[src/rtl/frame_rx_if.sv]
// Bundles the serial line inputs, consumer handshake and status outputs of the
// frame receiver. The master side drives the line and the acknowledge, and the
// slave side is the receiver itself.
interface frame_rx_if;
  logic       SERIAL_CLOCK;
  logic       SERIAL_DATA;
  logic       ENABLE;
  logic       FRAME_ACK;
  logic       SHIFT_ENABLE;
  logic [3:0] BIT_COUNT;
  logic       BUSY;
  logic [7:0] FRAME_DATA;
  logic       FRAME_VALID;
  logic       FRAME_ERROR;
  logic [1:0] ERROR_CODE;
  logic       OVERRUN;

  modport master (
    output SERIAL_CLOCK, SERIAL_DATA, ENABLE, FRAME_ACK,
    input  SHIFT_ENABLE, BIT_COUNT, BUSY, FRAME_DATA, FRAME_VALID,
           FRAME_ERROR, ERROR_CODE, OVERRUN
  );

  modport slave (
    input  SERIAL_CLOCK, SERIAL_DATA, ENABLE, FRAME_ACK,
    output SHIFT_ENABLE, BIT_COUNT, BUSY, FRAME_DATA, FRAME_VALID,
           FRAME_ERROR, ERROR_CODE, OVERRUN
  );
endinterface

[src/rtl/frame_rx_controller.sv]
// Receives 11-bit serial frames (start, 8 data bits LSB first, odd parity,
// stop) from a debounced line clock/data pair that is sampled in the FCLK
// domain. It verifies each frame, aborts a stalled frame after a timeout, and
// hands good bytes to the consumer through a VALID/ACK hold handshake.
module frame_rx_controller #(
  parameter int FRAME_BITS     = 11,
  parameter int TIMEOUT_CYCLES = 2000,
  parameter int TIMEOUT_W      = 12
) (
  input logic      FCLK,
  input logic      RESET,
  frame_rx_if.slave bus
);

  typedef enum logic [1:0] {
    IDLE    = 2'd0,
    RECEIVE = 2'd1,
    CHECK   = 2'd2
  } state_t;

  state_t                  state;
  logic                    clkQ;
  logic                    fall;
  logic [FRAME_BITS-1:0]   shiftReg;
  logic [TIMEOUT_W-1:0]    timeoutCount;
  logic                    stopBad;
  logic                    parityBad;

  // A falling line clock is seen when the previous sample was high and the
  // current one is low; the line data is taken in that same cycle.
  assign fall = clkQ & ~bus.SERIAL_CLOCK;

  // Frame verdicts evaluated on the fully shifted frame while in CHECK. A
  // non-zero start bit is lumped in with a bad stop bit as a framing fault.
  assign stopBad   = ~shiftReg[FRAME_BITS-1] | shiftReg[0];
  assign parityBad = ~(^shiftReg[FRAME_BITS-2:1]);

  // Single sequencer: edge history, bit shifting, timeout, frame checking and
  // the output handshake, with every output registered.
  always_ff @(posedge FCLK) begin
    if (RESET) begin
      state            <= IDLE;
      clkQ             <= 1'b1;
      shiftReg         <= '0;
      timeoutCount     <= '0;
      bus.SHIFT_ENABLE <= 1'b0;
      bus.BIT_COUNT    <= 4'd0;
      bus.BUSY         <= 1'b0;
      bus.FRAME_DATA   <= 8'd0;
      bus.FRAME_VALID  <= 1'b0;
      bus.FRAME_ERROR  <= 1'b0;
      bus.ERROR_CODE   <= 2'b00;
      bus.OVERRUN      <= 1'b0;
    end else begin
      clkQ             <= bus.SERIAL_CLOCK;
      bus.SHIFT_ENABLE <= 1'b0;
      bus.FRAME_ERROR  <= 1'b0;
      bus.OVERRUN      <= 1'b0;

      if (bus.FRAME_ACK && bus.FRAME_VALID) begin
        bus.FRAME_VALID <= 1'b0;
      end

      case (state)
        IDLE: begin
          if (bus.ENABLE && fall && !bus.SERIAL_DATA) begin
            state            <= RECEIVE;
            shiftReg         <= {bus.SERIAL_DATA, shiftReg[FRAME_BITS-1:1]};
            bus.BIT_COUNT    <= 4'd1;
            bus.SHIFT_ENABLE <= 1'b1;
            bus.BUSY         <= 1'b1;
            timeoutCount     <= '0;
          end
        end

        RECEIVE: begin
          if (!bus.ENABLE) begin
            state         <= IDLE;
            bus.BIT_COUNT <= 4'd0;
            bus.BUSY      <= 1'b0;
          end else if (fall) begin
            shiftReg         <= {bus.SERIAL_DATA, shiftReg[FRAME_BITS-1:1]};
            bus.BIT_COUNT    <= bus.BIT_COUNT + 4'd1;
            bus.SHIFT_ENABLE <= 1'b1;
            timeoutCount     <= '0;
            if (bus.BIT_COUNT == 4'(FRAME_BITS - 1)) begin
              state <= CHECK;
            end
          end else if (timeoutCount == TIMEOUT_W'(TIMEOUT_CYCLES - 1)) begin
            state           <= IDLE;
            bus.BIT_COUNT   <= 4'd0;
            bus.BUSY        <= 1'b0;
            bus.FRAME_ERROR <= 1'b1;
            bus.ERROR_CODE  <= 2'b11;
          end else begin
            timeoutCount <= timeoutCount + 1'b1;
          end
        end

        CHECK: begin
          state         <= IDLE;
          bus.BIT_COUNT <= 4'd0;
          bus.BUSY      <= 1'b0;
          if (bus.ENABLE) begin
            if (stopBad) begin
              bus.FRAME_ERROR <= 1'b1;
              bus.ERROR_CODE  <= 2'b10;
            end else if (parityBad) begin
              bus.FRAME_ERROR <= 1'b1;
              bus.ERROR_CODE  <= 2'b01;
            end else if (bus.FRAME_VALID && !bus.FRAME_ACK) begin
              bus.OVERRUN <= 1'b1;
            end else begin
              bus.FRAME_DATA  <= shiftReg[8:1];
              bus.FRAME_VALID <= 1'b1;
            end
          end
        end

        default: begin
          state         <= IDLE;
          bus.BIT_COUNT <= 4'd0;
          bus.BUSY      <= 1'b0;
        end
      endcase
    end
  end

endmodule

[src/flat_wrapper.sv]
// flat-port wrapper written by rule: the top's interface ports become plain ports
module frame_rx_controller_flat 
#(
  parameter int FRAME_BITS     = 11,
  parameter int TIMEOUT_CYCLES = 2000,
  parameter int TIMEOUT_W      = 12
)
  (FCLK, RESET, bus_SERIAL_CLOCK, bus_SERIAL_DATA, bus_ENABLE, bus_FRAME_ACK, bus_SHIFT_ENABLE, bus_BIT_COUNT, bus_BUSY, bus_FRAME_DATA, bus_FRAME_VALID, bus_FRAME_ERROR, bus_ERROR_CODE, bus_OVERRUN);
  frame_rx_if bus_i ();
  input logic FCLK;
  input logic RESET;
  input wire logic [$bits(bus_i.SERIAL_CLOCK)-1:0] bus_SERIAL_CLOCK;
  input wire logic [$bits(bus_i.SERIAL_DATA)-1:0] bus_SERIAL_DATA;
  input wire logic [$bits(bus_i.ENABLE)-1:0] bus_ENABLE;
  input wire logic [$bits(bus_i.FRAME_ACK)-1:0] bus_FRAME_ACK;
  output wire logic [$bits(bus_i.SHIFT_ENABLE)-1:0] bus_SHIFT_ENABLE;
  output wire logic [$bits(bus_i.BIT_COUNT)-1:0] bus_BIT_COUNT;
  output wire logic [$bits(bus_i.BUSY)-1:0] bus_BUSY;
  output wire logic [$bits(bus_i.FRAME_DATA)-1:0] bus_FRAME_DATA;
  output wire logic [$bits(bus_i.FRAME_VALID)-1:0] bus_FRAME_VALID;
  output wire logic [$bits(bus_i.FRAME_ERROR)-1:0] bus_FRAME_ERROR;
  output wire logic [$bits(bus_i.ERROR_CODE)-1:0] bus_ERROR_CODE;
  output wire logic [$bits(bus_i.OVERRUN)-1:0] bus_OVERRUN;
  assign bus_i.SERIAL_CLOCK = bus_SERIAL_CLOCK;
  assign bus_i.SERIAL_DATA = bus_SERIAL_DATA;
  assign bus_i.ENABLE = bus_ENABLE;
  assign bus_i.FRAME_ACK = bus_FRAME_ACK;
  assign bus_SHIFT_ENABLE = bus_i.SHIFT_ENABLE;
  assign bus_BIT_COUNT = bus_i.BIT_COUNT;
  assign bus_BUSY = bus_i.BUSY;
  assign bus_FRAME_DATA = bus_i.FRAME_DATA;
  assign bus_FRAME_VALID = bus_i.FRAME_VALID;
  assign bus_FRAME_ERROR = bus_i.FRAME_ERROR;
  assign bus_ERROR_CODE = bus_i.ERROR_CODE;
  assign bus_OVERRUN = bus_i.OVERRUN;
  frame_rx_controller #(.FRAME_BITS(FRAME_BITS), .TIMEOUT_CYCLES(TIMEOUT_CYCLES), .TIMEOUT_W(TIMEOUT_W)) u_core (.FCLK(FCLK), .RESET(RESET), .bus(bus_i));
endmodule
[config.mk]
export PLATFORM = sky130hd
export DESIGN_NAME = frame_rx_controller_flat
export DESIGN_NICKNAME = d
export VERILOG_FILES = /design/src/rtl/frame_rx_if.sv /design/src/rtl/frame_rx_controller.sv /design/src/flat_wrapper.sv
export SDC_FILE = /design/constraint.sdc
export NUM_CORES = 1
export LEC_CHECK = 0
export CAP_MARGIN = 20
export CELL_PAD_IN_SITES_DETAIL_PLACEMENT = 1
export CELL_PAD_IN_SITES_GLOBAL_PLACEMENT = 1
export CORE_MARGIN = 1.5
export CORE_UTILIZATION = 45
export CTS_CLUSTER_SIZE = 30
export DETAILED_ROUTE_END_ITERATION = 8
export PLACE_DENSITY_LB_ADDON = 0.1
export SLEW_MARGIN = 20
export SYNTH_ARGS = -nofsm -noshare
export SYNTH_HDL_FRONTEND = slang
export SYNTH_SLANG_ARGS = --single-unit
[constraint.sdc]
create_clock -name FCLK -period 4.3 [get_ports FCLK]
set_clock_uncertainty 0.2 [all_clocks]
set_input_delay 0.86 -clock FCLK [delete_from_list [all_inputs] [get_ports FCLK]]
set_output_delay 0.86 -clock FCLK [all_outputs]
set_load 0.02 [all_outputs]
* Word-level counts from Yosys, hierarchy flattened *
Cells that the tools add are included.

cells by class
  add/sub/neg operators = 2
  eq/ne operators = 16
  multiplexer cells = 50
  bitwise gates (word level) = 9
  reduce and logical (&&, ||, !) cells = 18

operator list
  operator                                                number
  2-to-1 mux 12 bit                                       4
  2-to-1 mux 11 bit                                       3
  one-hot mux 12 bit (2 select lines)                     1
  2-to-1 mux 2 bit                                        11
  one-hot mux 11 bit (2 select lines)                     1
  2-to-1 mux 1 bit                                        20
  2-to-1 mux 4 bit                                        4
  adder 12 x 1 -> 12 bit (second input constant)          1
  equality test 12 x 11 -> 1 bit (second input constant)  1
  != test 3 x 2 -> 1 bit (second input constant)          3
  parity 9 bit                                            1
  one-hot mux 2 bit (2 select lines)                      2
  one-hot mux 4 bit (2 select lines)                      1
  AND reduction 4 bit                                     2
  inverter 1 bit                                          7
  != test 2 x 1 -> 1 bit (second input constant)          3
  != test 2 bit (second input constant)                   3
  one-hot mux 1 bit (2 select lines)                      3
  AND reduction 3 bit                                     2
  AND reduction 6 bit                                     1
  AND reduction 5 bit                                     1
  OR reduction 5 bit                                      1
  adder 4 x 1 -> 4 bit (second input constant)            1
  equality test 4 bit (second input constant)             1
  12 further kinds                                        17

storage, ports and cells
  flip-flop bits (word level) = 45
  output and inout port bits = 19
  word-level logic and storage cells = 107

* Depth between registers and ports, before layout *
Gate-level depths: netlist (run 1).

  depth after elaboration = 7
  mapped depth = 10
  depth with buffers taken out = 7

* Worst setup path before layout (run 1) *
No wires, ideal clock.

  path type = input to register
  start = in bus_ENABLE
  end = reg u_core.timeoutCount[9]
  arrival time = 2.182 ns
  slack = 1.858 ns
  cell stages on the path = 7
  buffers on the path = 2
  path through = buf_2 nand3b_1 a21oi_2 or2_2 buf_2 or4_1 nand2_1

on the way
  word-level cells in the longest chain between the ends = 4
  elaborated cells on any way between the ends = 5

RTL lines
  item                               RTL line                   source
  start: declaration                 flat_wrapper.sv:14         input wire logic [$bits(bus_i.ENABLE)-1:0] bus_ENABLE;
  logical AND 1 bit (2 in series)    frame_rx_controller.sv:66  if (bus.ENABLE && fall && !bus.SERIAL_DATA) begin
  != test 2 x 1 -> 1 bit (no line)   --
  AND reduction 4 bit (no line) (*)  --
  end signal: assignment             frame_rx_controller.sv:96  timeoutCount <= timeoutCount + 1'b1;
  end: declaration                   frame_rx_controller.sv:25  logic [TIMEOUT_W-1:0] timeoutCount;

Mark *: on every way between the ends. The rest lies on a longest branch, timed or not.
A chain may end at the register's enable or synchronous reset.

* Worst setup path after layout (run 1) *
  start = in bus_ENABLE
  end = reg u_core.timeoutCount[7]

The elaborated chain is that of the path after synthesis.

==> results of run 1 <==
-- how the worst max path moves through the flow --
stage / endpoint / from
6_report: u_core.timeoutCount[7] / bus_ENABLE
2_1_floorplan: u_core.timeoutCount[9] / bus_ENABLE
3_3_place_gp: u_core.timeoutCount[5] / bus_SERIAL_DATA
5_1_grt: u_core.timeoutCount[7] / bus_ENABLE
3_5_place_dp: u_core.timeoutCount[7] / bus_ENABLE
4_1_cts: u_core.timeoutCount[7] / bus_ENABLE
-- state kept, by name (all words and copies together), names as in the netlist --
register                 count
u_core.timeoutCount         12
u_core.shiftReg             11
u_core.bus.FRAME_DATA        8
u_core.bus.BIT_COUNT         4
u_core.bus.ERROR_CODE        2
u_core.state                 2
u_core.bus.BUSY              1
u_core.bus.FRAME_ERROR       1
u_core.bus.FRAME_VALID       1
u_core.bus.OVERRUN           1
u_core.bus.SHIFT_ENABLE      1
u_core.clkQ                  1
-- layer usage --
metal,track usage (%),part of all wire [%],up-vias
li1,-,-,876
met2,33.7,47,21
met4,6.92,1.5,0
met3,3.89,2.5,7
met5,0,0,-
met1,26.5,49,818
-- power by group through the flow --
stage / clock network, W / logic, W / registers (W)
6_report: 0.000288 / 0.0000584 / 0.000426
2_1_floorplan: 0 / 0.0000379 / 0.000437
3_5_place_dp: 0 / 0.0000580 / 0.000436
5_1_grt: 0.000317 / 0.0000643 / 0.000428
4_1_cts: 0.000297 / 0.0000587 / 0.000426
3_3_place_gp: 0 / 0.0000574 / 0.000436
-- stage by stage --
step	util [%]	std cells	instance area [um2]
finish	56.0	307	2510
CTS	56.0	307	2510
global route	56.0	307	2510
floorplan	-	231	2140
global placement	53.8	299	2410
detailed placement	53.8	299	2410
-- cell usage in the layout, fill, tap and decap left out, drive strengths merged, types with 2 or more instances in the layout --
cell type / instances
or2: 3
xnor3: 2
and4: 2
and3: 2
nand3: 8
o211ai: 3
or4: 4
or3: 6
nand2: 9
a311oi: 2
nor3: 2
xnor2: 2
nor2b: 2
nand4: 3
and3b: 2
o21ai: 13
mux2i: 22
inv: 9
clkdlybuf4s50: 24
dfxtp: 45
o31ai: 2
nand4b: 3
a31o: 2
clkbuf: 6
nand2b: 6
buf: 2
a21oi: 19
ha: 6
xor2: 3
nor2: 28
-- cell type report --
cell class / count / share of cell area, %
Multi-Input combinational cell: 168 / 46.1
Sequential cell: 45 / 35.9
Timing Repair Buffer: 26 / 10.2
Clock buffer: 6 / 3.29
Tap cell: 52 / 2.59
Inverter: 8 / 1.20
Clock inverter: 2 / 0.699
-- worst min-delay path, cell delays in order, from the launching register on --
cell and delay, ns:
dfxtp_1 0.32, o21ai_0 0.07, a21oi_1 0.06
-- kinds of logic after synthesis --
logic type	Yosys count
buf+inv	18
xor+xnor	7
compound gates	49
mux	22
flops	45
fa+ha+maj	6
simple gates	84
==> flow_summary.json, run 1 <==
{
  "run_status": "finished, final reports clean",
  "fmax_mhz": 344,
  "grt_pass1_wl_um": 8270,
  "p_comb_share_pct": 7.6,
  "dp_hpwl_um": 3320,
  "die_h_um": 71.9,
  "rows": 24,
  "cp.required_ns": 4.34,
  "async_flop_share_pct": 0,
  "synth_common_cells": "dfxtp_1 (45), nor2_1 (28), mux2i_1 (21)",
  "slew_viol_final": 0,
  "yosys.area_share.simple_pct": 21.1,
  "synth_edf_count": 0,
  "pre_cts_ws_ns": 1.12,
  "cts.htree.levels": 2,
  "fin_crit_sh_pct": 67.6,
  "cp_num_buf_inv": 1,
  "cts_tree": "done",
  "antenna_found_initial": 0,
  "synth-seq-cells": 45,
  "multi_input_area_um2": 1160,
  "critPathMaxStageDelay_ns": 0.65,
  "gp_congestion": 0.795,
  "grt.total_usage_pct": 20.3,
  "yosysWarningCount": 0,
  "p_per_area_nw_per_um2": 308,
  "cts.sinks": 45,
  "p_seq_share_pct": 55.2,
  "critPathKind": "in -> reg",
  "rsz0062_at_grt": "no",
  "grt_pass1_vias": 1783,
  "post_cts_buffers": 0,
  "hold_ws_ns": 0.289,
  "seq_area_um2": 901,
  "cap_violations": 0,
  "drtIter0Drc": 48,
  "grt_overflow": 0,
  "start_util_pct": 47.8,
  "min_period_ns": 2.91,
  "syn2layout_area_growth_pct": 17.3,
  "worstSetupEndpointType": "flip-flop",
  "cts-resized-gates": 0,
  "first_pass_iters": 4,
  "nets": 266,
  "hold_start": "u_core.bus.ERROR_CODE[1]",
  "synth_top_family_by_area": "simple AND/OR/NAND/NOR gates",
  "synth-xor-area-share_pct": 4.21,
  "holdCritPathClass": "reg -> reg",
  "post-synth-top-area-fraction_pct": 42.1,
  "synth.most_common_cell": "dfxtp_1",
  "synth_top_area_cell": "dfxtp_1",
  "clk_latency_ns": 0.30,
  "synthDistinctLibCells": 45,
  "cp_top_family": "simple AND/OR/NAND/NOR gates",
  "p_leak_nw": 0.865,
  "setup_violations": 0,
  "netlist_area_um2": 2140,
  "reg2regPathDepth": 8,
  "cts_root_buf": "clkbuf_8",
  "r2r-start": "u_core.state[0]",
  "fin_tns_setup_ns": 0,
  "min_to": "u_core.bus.ERROR_CODE[1]",
  "power_w": 0.000773,
  "synth_nets": 243,
  "numPortBuffers": 24,
  "timing.rr.end": "u_core.timeoutCount[7]",
  "synth_area_per_cell_um2": 9.26,
  "core_um2": 4470,
  "worstHoldPathCells": 2,
  "synth_compound_area_share_pct": 14.3,
  "critPathArrivalTime_ns": 2.95,
  "synth.yosys.seq_area_share_pct": 42.1,
  "synthCells": 231,
  "synth_fa_ha_area_share_pct": 3.51,
  "routedWlPerCell_um": 15.3,
  "cts_hold_buffers": 0,
  "p_int_w": 0.000578,
  "ant_nets": 0,
  "power.share.switching_pct": 25.2,
  "clkTransAtPathRegs_ns": 0.09,
  "drcViolationCount": 0,
  "peakVddDrop_v": 0.000175,
  "via_per_inst": 5.61,
  "io_pins": 25,
  "crit_slowest_cell": "clkdlybuf4s50_1",
  "startpoint_type": "primary input",
  "hold_viol_final": 0,
  "grt_max_degree": 34,
  "switchingPower_w": 0.000195,
  "synth_area_leaders": "dfxtp_1 (42%), mux2i_1 (9.8%), nor2_1 (4.9%)",
  "die-width_um": 71.9,
  "cts.path.max_buffers": 2,
  "path_depth": 6,
  "setup_slack_ns": 1.39,
  "worst_slew_pin_slew_ns": 0.812,
  "r2r_slack_ns": 1.74,
  "crit_fanout": 23,
  "num-fill-cells": 516,
  "synth.area.mux_share_pct": 10.9,
  "dieArea_um2": 5170,
  "synthFlopType": "dfxtp_1",
  "clkPwrFrac_pct": 37.3,
  "max_slew_margin_pct": 45.9,
  "cts_made_buffers": 5,
  "drive_gt1_share_pct": 7.84,
  "path_cells": "clkdlybuf4s50_1 > nand2_1 > a31oi_1 > a21oi_2 > or4_1 > a21oi_1",
  "diodes": 0,
  "num_vias": 1722,
  "drt_wl_total_um": 4710
}
Note: power is estimated with default switching activity, not from simulation.
==> run 2, diff against run 1 <==
--- a/config.mk
+++ b/config.mk
@@ -9,7 +9,7 @@
 export CELL_PAD_IN_SITES_DETAIL_PLACEMENT = 1
 export CELL_PAD_IN_SITES_GLOBAL_PLACEMENT = 1
 export CORE_MARGIN = 1.5
-export CORE_UTILIZATION = 45
+export CORE_UTILIZATION = 42
 export CTS_CLUSTER_SIZE = 30
 export DETAILED_ROUTE_END_ITERATION = 8
 export PLACE_DENSITY_LB_ADDON = 0.1
==> constraint.sdc (replaced) <==
create_clock -name FCLK -period 2.7 [get_ports FCLK]
set_clock_uncertainty 0.2 [all_clocks]
set_input_delay 0.54 -clock FCLK [delete_from_list [all_inputs] [get_ports FCLK]]
set_output_delay 0.54 -clock FCLK [all_outputs]
set_load 0.02 [all_outputs]
==> run 2 against run 1 <==
Sequential power up 59%. Routed wire length up 8.3%. Global-route usage shrank 0.52 points. Critical path depth down 1. Highest routed layer unchanged. Non-clock buffer count grew 10.
==> flow_summary.json, run 2 (synthesis results as in run 1) <==
{
  "grt_overflow": 0,
  "clkTransAtPathRegs_ns": 0.09,
  "syn2layout_area_growth_pct": 22.6,
  "cts.sinks": 45,
  "via_per_inst": 5.45,
  "drive_gt1_share_pct": 11.3,
  "wl_met2_um": 2480,
  "drcViolationCount": 0,
  "num_vias": 1809,
  "ant_nets": 0,
  "critPathArrivalTime_ns": 2.35,
  "p_comb_share_pct": 8.3,
  "post_cts_buffers": 0,
  "diodes": 0,
  "power_w": 0.00133,
  "largest_reg_flops": 12,
  "slew_viol_final": 0,
  "grt.total_usage_pct": 19.8,
  "top_layer_used": "met4",
  "core_um2": 4820,
  "nets": 276,
  "worstHoldPathCells": 2,
  "r2r-start": "u_core.timeoutCount[6]",
  "cts.htree.levels": 2,
  "dp_hpwl_um": 3700,
  "largest-register": "u_core.timeoutCount",
  "layout_commonest_cell": "dfxtp_1",
  "switchingPower_w": 0.000311,
  "path_cells": "nor4b_1 > nand4_1 > o22ai_1 > mux2i_1 > a311oi_1",
  "dpl_cell_area_um2": 2500,
  "die-width_um": 74.4,
  "grt_pass1_vias": 1710,
  "clk_latency_ns": 0.30,
  "fin_crit_sh_pct": 87.0,
  "p_per_area_nw_per_um2": 507,
  "crit_fanout": 5,
  "fin_tns_setup_ns": 0,
  "grt_max_degree": 33,
  "run_status": "finished, final reports clean",
  "rsz0062_at_grt": "no",
  "fmax_mhz": 425,
  "power.share.switching_pct": 23.4,
  "clkPwrFrac_pct": 40.7,
  "cp.required_ns": 2.70,
  "setup_violations": 0,
  "holdCritPathClass": "reg -> reg",
  "first_pass_iters": 4,
  "gp_congestion": 0.834,
  "cp_top_family": "simple AND/OR/NAND/NOR gates",
  "cts.path.max_buffers": 2,
  "drt-met1-wl_um": 2410,
  "reg2regPathDepth": 5,
  "max_slew_margin_pct": 57.5,
  "critPathMaxStageDelay_ns": 0.55,
  "io_pins": 25,
  "cts_root_buf": "clkbuf_8",
  "antenna_found_initial": 0,
  "p_int_w": 0.00102,
  "drt_wl_total_um": 5100,
  "stdcell_area_um2": 2620,
  "numPortBuffers": 24,
  "num-fill-cells": 567,
  "drtIter0Drc": 98,
  "most-common-layout-cells": "dfxtp_1 (45), nor2_1 (28), clkdlybuf4s50_1 (24), mux2i_1 (21), a21oi_1 (17)",
  "peakVddDrop_v": 0.000316,
  "die_h_um": 74.4,
  "top_regs": "u_core.timeoutCount: 12 flops, u_core.shiftReg: 11 flops, u_core.bus.FRAME_DATA: 8 flops",
  "p_seq_share_pct": 50.9,
  "p_leak_nw": 0.917,
  "worst_slew_pin_slew_ns": 0.628,
  "r2r_slack_ns": 0.35,
  "setup_slack_ns": 0.350,
  "dieArea_um2": 5530,
  "pre_cts_ws_ns": 0.113,
  "cts_tree": "done",
  "cts_hold_buffers": 0,
  "critPathKind": "reg -> reg",
  "rows": 25,
  "cp_num_buf_inv": 0,
  "cts-resized-gates": 0,
  "min_to": "u_core.bus.ERROR_CODE[1]",
  "wl_met3_um": 132,
  "min_period_ns": 2.35,
  "hold_start": "u_core.bus.ERROR_CODE[1]",
  "cts_made_buffers": 5,
  "routedWlPerCell_um": 15.4,
  "utilization_pct": 54.4,
  "start_util_pct": 44.4,
  "worstSetupEndpointType": "flip-flop",
  "timing.rr.end": "u_core.bus.ERROR_CODE[0]",
  "startpoint_type": "flip-flop",
  "hold_viol_final": 0,
  "cap_violations": 0,
  "crit_slowest_cell": "nor4b_1",
  "grt_pass1_wl_um": 8280
}
-- run 2: cell types whose count changed in the layout (fill, tap and decap cells not counted), sizes merged --
cell / change
bufinv: +1
clkinvlp: +1
buf: +10
inv: -1
clkinv: -1
-- run 2: final cells by class --
cell class | count | area [um2] | share of cell area (%)
multi-input cells | 168 | 1160 | 44.1
clock inverters | 2 | 37.5 | 1.43
flip-flops and latches | 45 | 901 | 34.4
clock buffers | 6 | 82.6 | 3.15
inverters | 8 | 30.0 | 1.15
repair buffers | 36 | 330 | 12.6
well taps | 67 | 83.8 | 3.20
-- run 2: worst max path at each step --
stage,from,end,slack (ns),cells past startpoint
finish,u_core.timeoutCount[6],u_core.bus.ERROR_CODE[0],0.35,5
detailed placement,bus_SERIAL_CLOCK,u_core.bus.ERROR_CODE[0],0.11,7
CTS,u_core.timeoutCount[6],u_core.bus.ERROR_CODE[0],0.35,5
floorplan,u_core.state[0],u_core.timeoutCount[9],0.53,9
global route,u_core.timeoutCount[6],u_core.bus.ERROR_CODE[0],0.14,5
global placement,bus_ENABLE,u_core.timeoutCount[5],0.20,7
-- run 2: per-layer routing --
| metal | vias up | GRT usage (%) |
|---|---|---|
| li1 | 897 | - |
| met1 | 877 | 25.3 |
| met2 | 26 | 32.9 |
| met3 | 9 | 4.07 |
| met4 | 0 | 7.27 |
| met5 | - | 0 |
-- run 2: metrics by stage --
stage                     hold WS (ns)  cells
after floorplan                  0.248    231
after global placement           0.266    324
after detailed placement         0.280    324
after CTS                        0.294    332
after global routing             0.318    332
final                            0.292    332
-- run 2: power groups by stage --
stage          Combinational [W]  Sequential, W  Clock (W)
5_1_grt                 0.000121       0.000678   0.000579
3_5_place_dp            0.000110       0.000693          0
4_1_cts                 0.000111       0.000677   0.000554
3_3_place_gp            0.000108       0.000692          0
2_1_floorplan          0.0000604       0.000697          0
6_report                0.000111       0.000677   0.000541
-- run 2: worst reg2reg max path, stage by stage (launching register included) --
cell and delay [ns]:
dfxtp_1 0.39, nor4b_1 0.55, nand4_1 0.32, o22ai_1 0.35
mux2i_1 0.12, a311oi_1 0.30
==> run 3, diff against run 2 <==
--- a/config.mk
+++ b/config.mk
@@ -9,11 +9,13 @@
 export CELL_PAD_IN_SITES_DETAIL_PLACEMENT = 1
 export CELL_PAD_IN_SITES_GLOBAL_PLACEMENT = 1
 export CORE_MARGIN = 1.5
-export CORE_UTILIZATION = 42
+export CORE_UTILIZATION = 40
 export CTS_CLUSTER_SIZE = 30
 export DETAILED_ROUTE_END_ITERATION = 8
+export GPL_TIMING_DRIVEN = 0
 export PLACE_DENSITY_LB_ADDON = 0.1
 export SLEW_MARGIN = 20
 export SYNTH_ARGS = -nofsm -noshare
 export SYNTH_HDL_FRONTEND = slang
 export SYNTH_SLANG_ARGS = --single-unit
+export TNS_END_PERCENT = 20
==> run 3 against run 2 <==
Non-clock buffer count shrank 4. Cell area shrank 3.2%. Register-to-register slack worse by 0.09 ns. Global-route usage decreased by 0.63 points.
==> flow_summary.json, run 3 (synthesis results as in run 1) <==
{
  "run_status": "finished, final reports clean",
  "cap_violations": 0,
  "cts_root_buf": "clkbuf_8",
  "slew_viol_final": 0,
  "syn2layout_area_growth_pct": 18.6,
  "nets": 272,
  "p_per_area_nw_per_um2": 471,
  "worst_slew_pin_slew_ns": 0.539,
  "p_int_w": 0.000888,
  "p_leak_nw": 0.870,
  "dieArea_um2": 5790,
  "drive_gt1_share_pct": 8.81,
  "routedWlPerCell_um": 15.4,
  "cts.htree.levels": 2,
  "die_h_um": 76.1,
  "io_pins": 25,
  "pre_cts_ws_ns": -0.0841,
  "seq_area_um2": 901,
  "rows": 26,
  "p_comb_share_pct": 8.3,
  "ant_nets": 0,
  "max_slew_margin_pct": 63.5,
  "cts.sinks": 45,
  "grt_overflow": 0,
  "core_um2": 5140,
  "multi_input_area_um2": 1160,
  "grt_pass1_vias": 1800,
  "die-width_um": 76.1,
  "switchingPower_w": 0.000306,
  "layout_commonest_cell": "dfxtp_1",
  "crit_fanout": 10,
  "cts_made_buffers": 5,
  "post_cts_buffers": 0,
  "cts_tree": "done",
  "worstSetupEndpointType": "flip-flop",
  "drt-met1-wl_um": 2530,
  "setup_violations": 0,
  "top_regs": "u_core.timeoutCount: 12 flops, u_core.shiftReg: 11 flops, u_core.bus.FRAME_DATA: 8 flops",
  "drt_wl_total_um": 5110,
  "cp.required_ns": 2.75,
  "clkTransAtPathRegs_ns": 0.08,
  "dp_hpwl_um": 3660,
  "most-common-layout-cells": "dfxtp_1 (45), nor2_1 (28), clkdlybuf4s50_1 (22), mux2i_1 (21), a21oi_1 (17)",
  "largest_reg_flops": 12,
  "cts_hold_buffers": 0,
  "clk_latency_ns": 0.31,
  "p_seq_share_pct": 56.9,
  "dpl_cell_area_um2": 2450,
  "wl_met2_um": 2360,
  "peakVddDrop_v": 0.000265,
  "setup_slack_ns": 0.239,
  "first_pass_iters": 4,
  "critPathArrivalTime_ns": 2.51,
  "gp_congestion": 0.774,
  "drcViolationCount": 0,
  "via_per_inst": 5.34,
  "stdcell_area_um2": 2540,
  "num_vias": 1768,
  "min_period_ns": 2.46,
  "start_util_pct": 41.6,
  "critPathKind": "in -> reg",
  "largest-register": "u_core.timeoutCount",
  "hold_viol_final": 0,
  "grt_pass1_wl_um": 8800,
  "holdCritPathClass": "reg -> reg",
  "fmax_mhz": 406,
  "rsz0062_at_grt": "no",
  "num-fill-cells": 631,
  "grt_max_degree": 14,
  "antenna_found_initial": 0,
  "wl_met3_um": 153,
  "cts.path.max_buffers": 2,
  "startpoint_type": "primary input",
  "diodes": 0,
  "drtIter0Drc": 56,
  "numPortBuffers": 22,
  "top_layer_used": "met4",
  "clkPwrFrac_pct": 34.9,
  "grt.total_usage_pct": 19.1,
  "fin_crit_sh_pct": 91.2,
  "power.share.switching_pct": 25.6
}
## run 3: metal layers
layer | vias up | track usage [%]
met5 | - | 0
met2 | 25 | 31.2
met4 | 0 | 6.48
met3 | 6 | 4.07
met1 | 847 | 25.2
li1 | 890 | -
## run 3: worst paths after layout
kind                      startpoint                       to  slack (ns)  depth (start not counted)
max reg2reg   u_core.timeoutCount[0]   u_core.timeoutCount[8]        0.26                          8
min reg2reg  u_core.timeoutCount[10]  u_core.timeoutCount[10]        0.28                          2
min          u_core.timeoutCount[10]  u_core.timeoutCount[10]        0.28                          2
max                  bus_SERIAL_DATA   u_core.timeoutCount[9]        0.24                          7
## run 3: area by class of cell
| type | count | share of cell area [%] |
|---|---|---|
| multi-input cells | 168 | 45.9 |
| flip-flops and latches | 45 | 35.5 |
| repair buffers | 22 | 8.68 |
| well taps | 70 | 3.45 |
| clock buffers | 6 | 2.86 |
| plain buffers | 10 | 2.02 |
| inverters | 8 | 1.18 |
| clock inverters | 2 | 0.395 |
## run 3: what timing repair did
action,in CTS,in global routing
setup endpoints to repair,0,2
endpoints found under the hold margin,0,0
gates resized for setup,0,1
## run 3: power by group through the flow
stage | combinational (W) | sequential, W | clock [W]
global placement | 0.0000973 | 0.000695 | 0
floorplan | 0.0000604 | 0.000697 | 0
detailed placement | 0.0000980 | 0.000695 | 0
CTS | 0.0000985 | 0.000679 | 0.000431
global route | 0.000111 | 0.000681 | 0.000453
finish | 0.0000988 | 0.000679 | 0.000416
## run 3: critical path, stage by stage
cell and delay, ns:
clkdlybuf4s50_1 0.59, nand2b_1 0.20, a21oi_4 0.11, or2_2 0.29, buf_2 0.19, or4_1 0.52
nand2_1 0.07
## run 3: per-stage QoR
step	std cells	setup TNS (ns)	hold WS, ns	util [%]	total power, W
after floorplan	231	0	0.248	-	0.000757
after global placement	323	-0.357	0.271	47.6	0.000792
after detailed placement	323	-0.410	0.276	47.6	0.000792
after CTS	331	0	0.290	49.2	0.00121
after global routing	331	0	0.325	49.3	0.00124
final	331	0	0.284	49.3	0.00119
